--- config.mk ---
export PLATFORM = sky130hd
export DESIGN_NAME = uart_boot_loader
export DESIGN_NICKNAME = d
export VERILOG_FILES = /design/src/rtl/uart_boot_loader.sv
export SDC_FILE = /design/constraint.sdc
export NUM_CORES = 1
export LEC_CHECK = 0
export CAP_MARGIN = 20
export CORE_MARGIN = 5
export CORE_UTILIZATION = 30
export DETAILED_ROUTE_END_ITERATION = 16
export PLACE_DENSITY = 0.56
export SLEW_MARGIN = 20
export SYNTH_ARGS = -nofsm -noshare
export SYNTH_HDL_FRONTEND = slang
export SYNTH_SLANG_ARGS = --single-unit
--- constraint.sdc ---
create_clock -name i_Clock -period 6.37 [get_ports i_Clock]
set_input_delay 0.9555 -clock i_Clock [delete_from_list [all_inputs] [get_ports i_Clock]]
set_output_delay 0.9555 -clock i_Clock [all_outputs]
set_load 0.02 [all_outputs]
--- src/rtl/uart_boot_loader.sv ---
// uart_boot_loader: decodes a UART load frame (SYNC, ADDR[4], LEN[2], data, CSUM)
// and writes the payload as 32-bit little-endian words on a valid/ready port.
// An inter-byte timeout aborts a stalled frame, and sticky flags report any error.
// Optional build macro UART_LOADER_ECHO_EN adds an ACK/NAK byte output (o_Tx_DV/o_Tx_Byte).
module uart_boot_loader #(
  parameter logic [7:0]  SYNC_BYTE = 8'hA5,
  parameter logic [23:0] TIMEOUT   = 24'd1000000
) (
  input  logic        i_Clock,
  input  logic        rst_ni,
  input  logic        i_Rx_DV,
  input  logic [7:0]  i_Rx_Byte,
  output logic        o_wr_valid,
  input  logic        i_wr_ready,
  output logic [31:0] o_wr_addr,
  output logic [31:0] o_wr_data,
  output logic        o_busy,
  output logic        o_done,
  output logic        o_err_csum,
  output logic        o_err_timeout,
  output logic        o_err_overrun
`ifdef UART_LOADER_ECHO_EN
  ,
  output logic        o_Tx_DV,
  output logic [7:0]  o_Tx_Byte
`endif
);

  localparam logic [2:0] ST_IDLE = 3'd0;
  localparam logic [2:0] ST_ADDR = 3'd1;
  localparam logic [2:0] ST_LEN  = 3'd2;
  localparam logic [2:0] ST_DATA = 3'd3;
  localparam logic [2:0] ST_CSUM = 3'd4;

  logic [2:0]  state_reg;
  logic [1:0]  byte_cnt_reg;
  logic [31:0] addr_reg;
  logic [15:0] len_reg;
  logic [31:0] shift_reg;
  logic [7:0]  csum_reg;
  logic [23:0] tmo_cnt_reg;
  logic        wr_valid_reg;
  logic [31:0] wr_addr_reg;
  logic [31:0] wr_data_reg;
  logic        done_reg;
  logic        err_csum_reg;
  logic        err_timeout_reg;
  logic        err_overrun_reg;

  // Bytes arrive LSB first, so each new byte enters at the top and shifts down.
  logic [31:0] word_next;
  logic [15:0] len_next;
  logic [7:0]  csum_next;
  logic        timeout_hit;
  logic        word_fire;
  logic        overrun_evt;
  logic        csum_ok_evt;
  logic        csum_bad_evt;

  assign word_next    = {i_Rx_Byte, shift_reg[31:8]};
  assign len_next     = {i_Rx_Byte, len_reg[15:8]};
  assign csum_next    = csum_reg + i_Rx_Byte;
  // A byte arriving in the same cycle as the deadline wins over the timeout.
  assign timeout_hit  = (state_reg != ST_IDLE) && !i_Rx_DV && (tmo_cnt_reg == TIMEOUT - 24'd1);
  assign word_fire    = i_Rx_DV && (state_reg == ST_DATA) && (byte_cnt_reg == 2'd3);
  // The previous write only blocks a new word if it is not being accepted this cycle.
  assign overrun_evt  = word_fire && wr_valid_reg && !i_wr_ready;
  assign csum_ok_evt  = i_Rx_DV && (state_reg == ST_CSUM) && (i_Rx_Byte == csum_reg);
  assign csum_bad_evt = i_Rx_DV && (state_reg == ST_CSUM) && (i_Rx_Byte != csum_reg);

  // Inter-byte cycle counter: restarts on every byte and is parked at zero while idle.
  always_ff @(posedge i_Clock or negedge rst_ni) begin
    if (!rst_ni)
      tmo_cnt_reg <= '0;
    else if (state_reg == ST_IDLE || i_Rx_DV)
      tmo_cnt_reg <= '0;
    else
      tmo_cnt_reg <= tmo_cnt_reg + 24'd1;
  end

  // Write port: hold address/data until accepted; a pending write survives frame aborts.
  always_ff @(posedge i_Clock or negedge rst_ni) begin
    if (!rst_ni) begin
      wr_valid_reg <= 1'b0;
      wr_addr_reg  <= '0;
      wr_data_reg  <= '0;
    end else if (word_fire && !overrun_evt) begin
      wr_valid_reg <= 1'b1;
      wr_addr_reg  <= addr_reg;
      wr_data_reg  <= word_next;
    end else if (wr_valid_reg && i_wr_ready) begin
      wr_valid_reg <= 1'b0;
    end
  end

  // Frame decoder: walks SYNC/ADDR/LEN/DATA/CSUM, accumulates checksum and sets error flags.
  always_ff @(posedge i_Clock or negedge rst_ni) begin
    if (!rst_ni) begin
      state_reg       <= ST_IDLE;
      byte_cnt_reg    <= '0;
      addr_reg        <= '0;
      len_reg         <= '0;
      shift_reg       <= '0;
      csum_reg        <= '0;
      done_reg        <= 1'b0;
      err_csum_reg    <= 1'b0;
      err_timeout_reg <= 1'b0;
      err_overrun_reg <= 1'b0;
    end else begin
      done_reg <= 1'b0;
      if (timeout_hit) begin
        err_timeout_reg <= 1'b1;
        state_reg       <= ST_IDLE;
      end else if (i_Rx_DV) begin
        case (state_reg)
          ST_IDLE: begin
            if (i_Rx_Byte == SYNC_BYTE) begin
              state_reg       <= ST_ADDR;
              byte_cnt_reg    <= '0;
              len_reg         <= '0;
              csum_reg        <= '0;
              err_csum_reg    <= 1'b0;
              err_timeout_reg <= 1'b0;
              err_overrun_reg <= 1'b0;
            end
          end
          ST_ADDR: begin
            csum_reg <= csum_next;
            if (byte_cnt_reg == 2'd3) begin
              addr_reg     <= {i_Rx_Byte, addr_reg[31:10], 2'b00};
              byte_cnt_reg <= '0;
              state_reg    <= ST_LEN;
            end else begin
              addr_reg     <= {i_Rx_Byte, addr_reg[31:8]};
              byte_cnt_reg <= byte_cnt_reg + 2'd1;
            end
          end
          ST_LEN: begin
            csum_reg <= csum_next;
            len_reg  <= len_next;
            if (byte_cnt_reg == 2'd1) begin
              byte_cnt_reg <= '0;
              state_reg    <= (len_next != 16'd0) ? ST_DATA : ST_CSUM;
            end else begin
              byte_cnt_reg <= byte_cnt_reg + 2'd1;
            end
          end
          ST_DATA: begin
            csum_reg  <= csum_next;
            shift_reg <= word_next;
            byte_cnt_reg <= byte_cnt_reg + 2'd1;
            if (byte_cnt_reg == 2'd3) begin
              if (overrun_evt) begin
                err_overrun_reg <= 1'b1;
                state_reg       <= ST_IDLE;
              end else begin
                addr_reg <= addr_reg + 32'd4;
                len_reg  <= len_reg - 16'd1;
                if (len_reg == 16'd1)
                  state_reg <= ST_CSUM;
              end
            end
          end
          ST_CSUM: begin
            if (csum_ok_evt)
              done_reg <= 1'b1;
            if (csum_bad_evt)
              err_csum_reg <= 1'b1;
            state_reg <= ST_IDLE;
          end
          default: state_reg <= ST_IDLE;
        endcase
      end
    end
  end

  assign o_wr_valid    = wr_valid_reg;
  assign o_wr_addr     = wr_addr_reg;
  assign o_wr_data     = wr_data_reg;
  assign o_busy        = (state_reg != ST_IDLE);
  assign o_done        = done_reg;
  assign o_err_csum    = err_csum_reg;
  assign o_err_timeout = err_timeout_reg;
  assign o_err_overrun = err_overrun_reg;

`ifdef UART_LOADER_ECHO_EN
  logic       err_evt_reg;
  logic       tx_dv_reg;
  logic [7:0] tx_byte_reg;

  // ACK coincides with o_done; NAK follows one cycle after the error flag becomes visible.
  always_ff @(posedge i_Clock or negedge rst_ni) begin
    if (!rst_ni) begin
      err_evt_reg <= 1'b0;
      tx_dv_reg   <= 1'b0;
      tx_byte_reg <= '0;
    end else begin
      err_evt_reg <= timeout_hit || csum_bad_evt || (overrun_evt && !timeout_hit);
      tx_dv_reg   <= csum_ok_evt || err_evt_reg;
      if (csum_ok_evt)
        tx_byte_reg <= 8'h06;
      else if (err_evt_reg)
        tx_byte_reg <= 8'h15;
    end
  end

  assign o_Tx_DV   = tx_dv_reg;
  assign o_Tx_Byte = tx_byte_reg;
`endif

endmodule
==> reports/summary.log <==
INFO  setup_path     cp-start-kind=input pin
INFO  detailed_routing detail_route.first_pass.iterations=5
INFO  power_and_ir_drop p_int=2.89mW
INFO  finish         fin_nets=919
INFO  floorplanning  start_util=30.6%
INFO  setup_path     critical_path_required=6.70ns
INFO  setup_path     reg2reg_setup_slack=3.25ns
INFO  synthesis      synth_top_cell_area_share=50.4%
INFO  run            maxCapViolCount=0
INFO  grt            grt_start_max_net_pins=72
INFO  synthesis      post_synth_net_total=861
INFO  synthesis      synth_edf_count=0
INFO  timing         fmax=0.278GHz
INFO  clock_tree     postCtsResizedCells=0
INFO  grt            grt_util_all_layers=13.2%
INFO  synthesis      yosysMostFrequentCell=dfrtp_1
INFO  power_and_ir_drop switching_power=1.90mW
INFO  detailed_routing wire_per_inst=16.7µm
INFO  synthesis      postSynth.asyncResetShare=100%
INFO  clock_tree     root_buffer=clkbuf_16
INFO  grt            grt_pass1_wl=35.7mm
INFO  clock_tree     cts_sinks=178
INFO  finish         number_of_antenna_repair_diodes=0
INFO  grt            globalRoute.totalOverflow=0
INFO  setup_path     timing.critical_path.fanout_max=42
INFO  floorplanning  dieArea=33000µm²
INFO  placement      number_of_port_buffers=81
INFO  setup_path     cp-end-kind=flop
INFO  synthesis      post-synth-top-area-cell=dfrtp_1
INFO  status         run_status=completed
INFO  synthesis      ys_warn_count=0
INFO  min_path       min_delay_path_depth=1
INFO  floorplanning  core_area=28900µm²
INFO  placement      dp_hpwl=14.3mm
INFO  clock_tree     clock_tree_from_tritoncts=done
INFO  timing         worst_clock_skew=0.0129ns
INFO  finish         fillers=2881
INFO  setup_path     criticalPathCategory=input pin to flop
INFO  synthesis      postSynth.topFlopCell=dfrtp_1
INFO  clock_tree     clk_latency=0.45ns
INFO  clock_tree     cts-hold-fix-buffers=0
INFO  clock_tree     htreeDepth=4
INFO  timing         final.setup.tns=0ns
INFO  timing         slew_violations=0
INFO  timing         timing_worst_slew_pin_value=0.995ns
INFO  clock_tree     clk_transition_reported_paths=0.08ns
INFO  floorplanning  io_pins=82
INFO  detailed_routing drt-initial-drc-count=427
INFO  finish         area_growth_syn_to_layout=19.6%
INFO  synthesis      average_cell_area_after_synthesis=10.6µm²
INFO  synthesis      synth.top_cells.by_area=dfrtp_1 (50%), mux2_2 (11%), a21oi_1 (3.3%), nor2_1 (2.9%), nand2_1 (2.3%)
INFO  finish         layout-drive-gt1-share=16.8%
INFO  synthesis      synthCells=834
INFO  min_path       hold_end=tmo_cnt_reg[0]$_DFF_PN0_
INFO  timing         period_needed=3.59ns
INFO  timing         final_count_of_negative_setup_slack_endpoints=0
INFO  clock_tree     post-cts-setup-buffer-count=0
INFO  power_and_ir_drop power_frac_comb=37.1%
INFO  clock_tree     cts-root-to-sink-buffers=2
INFO  detailed_routing vias_per_cell=5.19
INFO  setup_path     rr_endpoint=o_wr_addr[27]$_DFFE_PN0P_
INFO  timing         layout_worst_path_cycle_share=56.4%
INFO  finish         final_cell_count_no_fill=1289
INFO  placement      finalWeightedCongestion=0.829
INFO  power_and_ir_drop total_leakage_power=4.42nW
INFO  synthesis      ys_ff_latch=178
INFO  synthesis      synth_cell_types=66
INFO  setup_path     r2r-start=state_reg[1]$_DFFE_PN0P_
INFO  synthesis      seq_area_frac_synth=50.4%
INFO  power_and_ir_drop peakVddDrop=0.000199V
INFO  power_and_ir_drop clockPowerShare=22.9%
INFO  power_and_ir_drop p_seq_share=40.0%
INFO  setup_path     critical_path.startpoint=i_Rx_DV
INFO  detailed_routing route.final.wire_length=21.6mm
INFO  power_and_ir_drop power.switching_fraction=39.7%
INFO  synthesis      synthesis.area=8830µm²
INFO  detailed_routing drtAntennaViolNets=0
INFO  detailed_routing drc_errors=0
INFO  min_path       timing.hold.worst.start=tmo_cnt_reg[0]$_DFF_PN0_
INFO  timing         maxSlewHeadroom=33.7%
INFO  synthesis      synth_top_cells_by_count=dfrtp_1 (178), mux2_2 (88), nor2_1 (69)
INFO  grt            first_global_vias=6547
INFO  grt            number_of_antenna_violations_at_the_first_check_in_global_routing=0
INFO  floorplanning  chip_height=182µm
INFO  setup_path     arrival_time_of_data_at_the_critical_path_endpoint=3.92ns
INFO  setup_path     r2r.worst_path.cells=5
INFO  min_path       worstHoldPathType=flop to flop
INFO  placement      post-place-cells=1257
INFO  timing         report.final.hold_viol_count=0
INFO  floorplanning  die_x=182µm
INFO  power_and_ir_drop cellPowerDensity=453nW/µm²
INFO  detailed_routing dr_total_vias=6686
INFO  floorplanning  placementRows=62
INFO  clock_tree     cts_made_buffers=17
INFO  timing         setup_repair_after_global_routing_missed_its_margin=no
==> routing by layer <==
layer	global-route usage, %	routed length (µm)
met2	20.5	9840
met5	0	0
met1	18.7	10500
met3	3.06	1060
met4	3.00	215
==> final cells by class <==
class / count / area (µm²) / share of cell area (%)
inverters: 17 / 63.8 / 0.604
repair buffers: 89 / 872 / 8.26
flip-flops and latches: 178 / 4450 / 42.2
clock inverters: 15 / 200 / 1.90
well taps: 384 / 480 / 4.55
multi-input cells: 589 / 4070 / 38.5
clock buffers: 17 / 425 / 4.03
==> critical path, cell delays in order <==
cell and delay [ns]:
clkdlybuf4s50_1 0.62, and2b_2 0.25, nand2_1 0.09, a21oi_2 0.13, buf_4 0.40, nand2_2 0.64
buf_4 0.50, mux2_2 0.31
==> metrics by stage <==
| step | power, mW | util, % | setup slack (ns) | hold WS, ns | instance area (µm²) |
|---|---|---|---|---|---|
| detailed placement | 3.73 | 34.4 | 2.29 | 0.457 | 9940 |
| global route | 5.12 | 36.6 | 2.56 | 0.496 | 10600 |
| floorplan | 3.07 | - | 3.80 | 0.424 | 8830 |
| finish | 4.79 | 36.6 | 2.78 | 0.456 | 10600 |
| global placement | 3.69 | 34.4 | 2.30 | 0.443 | 9930 |
| CTS | 4.84 | 36.6 | 2.76 | 0.467 | 10600 |
==> cells by family (layout without fill, tap and decap cells) <==
group	count (synthesis)	after routing	share of synthesized area [%]
xor+xnor	22	22	2.18
mux	93	93	11.8
flops	178	178	50.4
compound gates	189	189	14.0
buf+inv	67	138	3.57
fa+ha+maj	15	15	2.21
simple gates	270	270	15.8
==> placed cells by master (no fill, tap or decap), types with 20 or more instances in the layout <==
cell type / netlist / layout
o21ai_0: 36 / 36
mux2_2: 88 / 88
nand2_1: 54 / 53
nand4_1: 21 / 21
a21oi_1: 58 / 58
nor2_1: 69 / 69
nand3_1: 38 / 38
clkdlybuf4s50_1: 0 / 80
dfrtp_1: 178 / 178
nor3_1: 20 / 20
==> how the worst max path moves through the flow <==
stage	end	slack [ns]	cells past startpoint
floorplan	len_reg[14]$_DFFE_PN0P_	3.80	7
global placement	o_wr_addr[21]$_DFFE_PN0P_	2.30	8
detailed placement	o_wr_data[0]$_DFFE_PN0P_	2.29	8
CTS	o_wr_data[0]$_DFFE_PN0P_	2.76	8
global route	o_wr_addr[29]$_DFFE_PN0P_	2.56	8
finish	o_wr_addr[27]$_DFFE_PN0P_	2.78	8
==> power groups by stage <==
| stage | logic, mW | registers, mW | clock network, mW |
|---|---|---|---|
| after floorplan | 1.12 | 1.95 | 0 |
| after global placement | 1.75 | 1.93 | 0 |
| after detailed placement | 1.79 | 1.94 | 0 |
| after CTS | 1.79 | 1.92 | 1.13 |
| after global routing | 1.96 | 1.98 | 1.18 |
| final | 1.78 | 1.92 | 1.10 |
(Power assumes the default switching activity.)
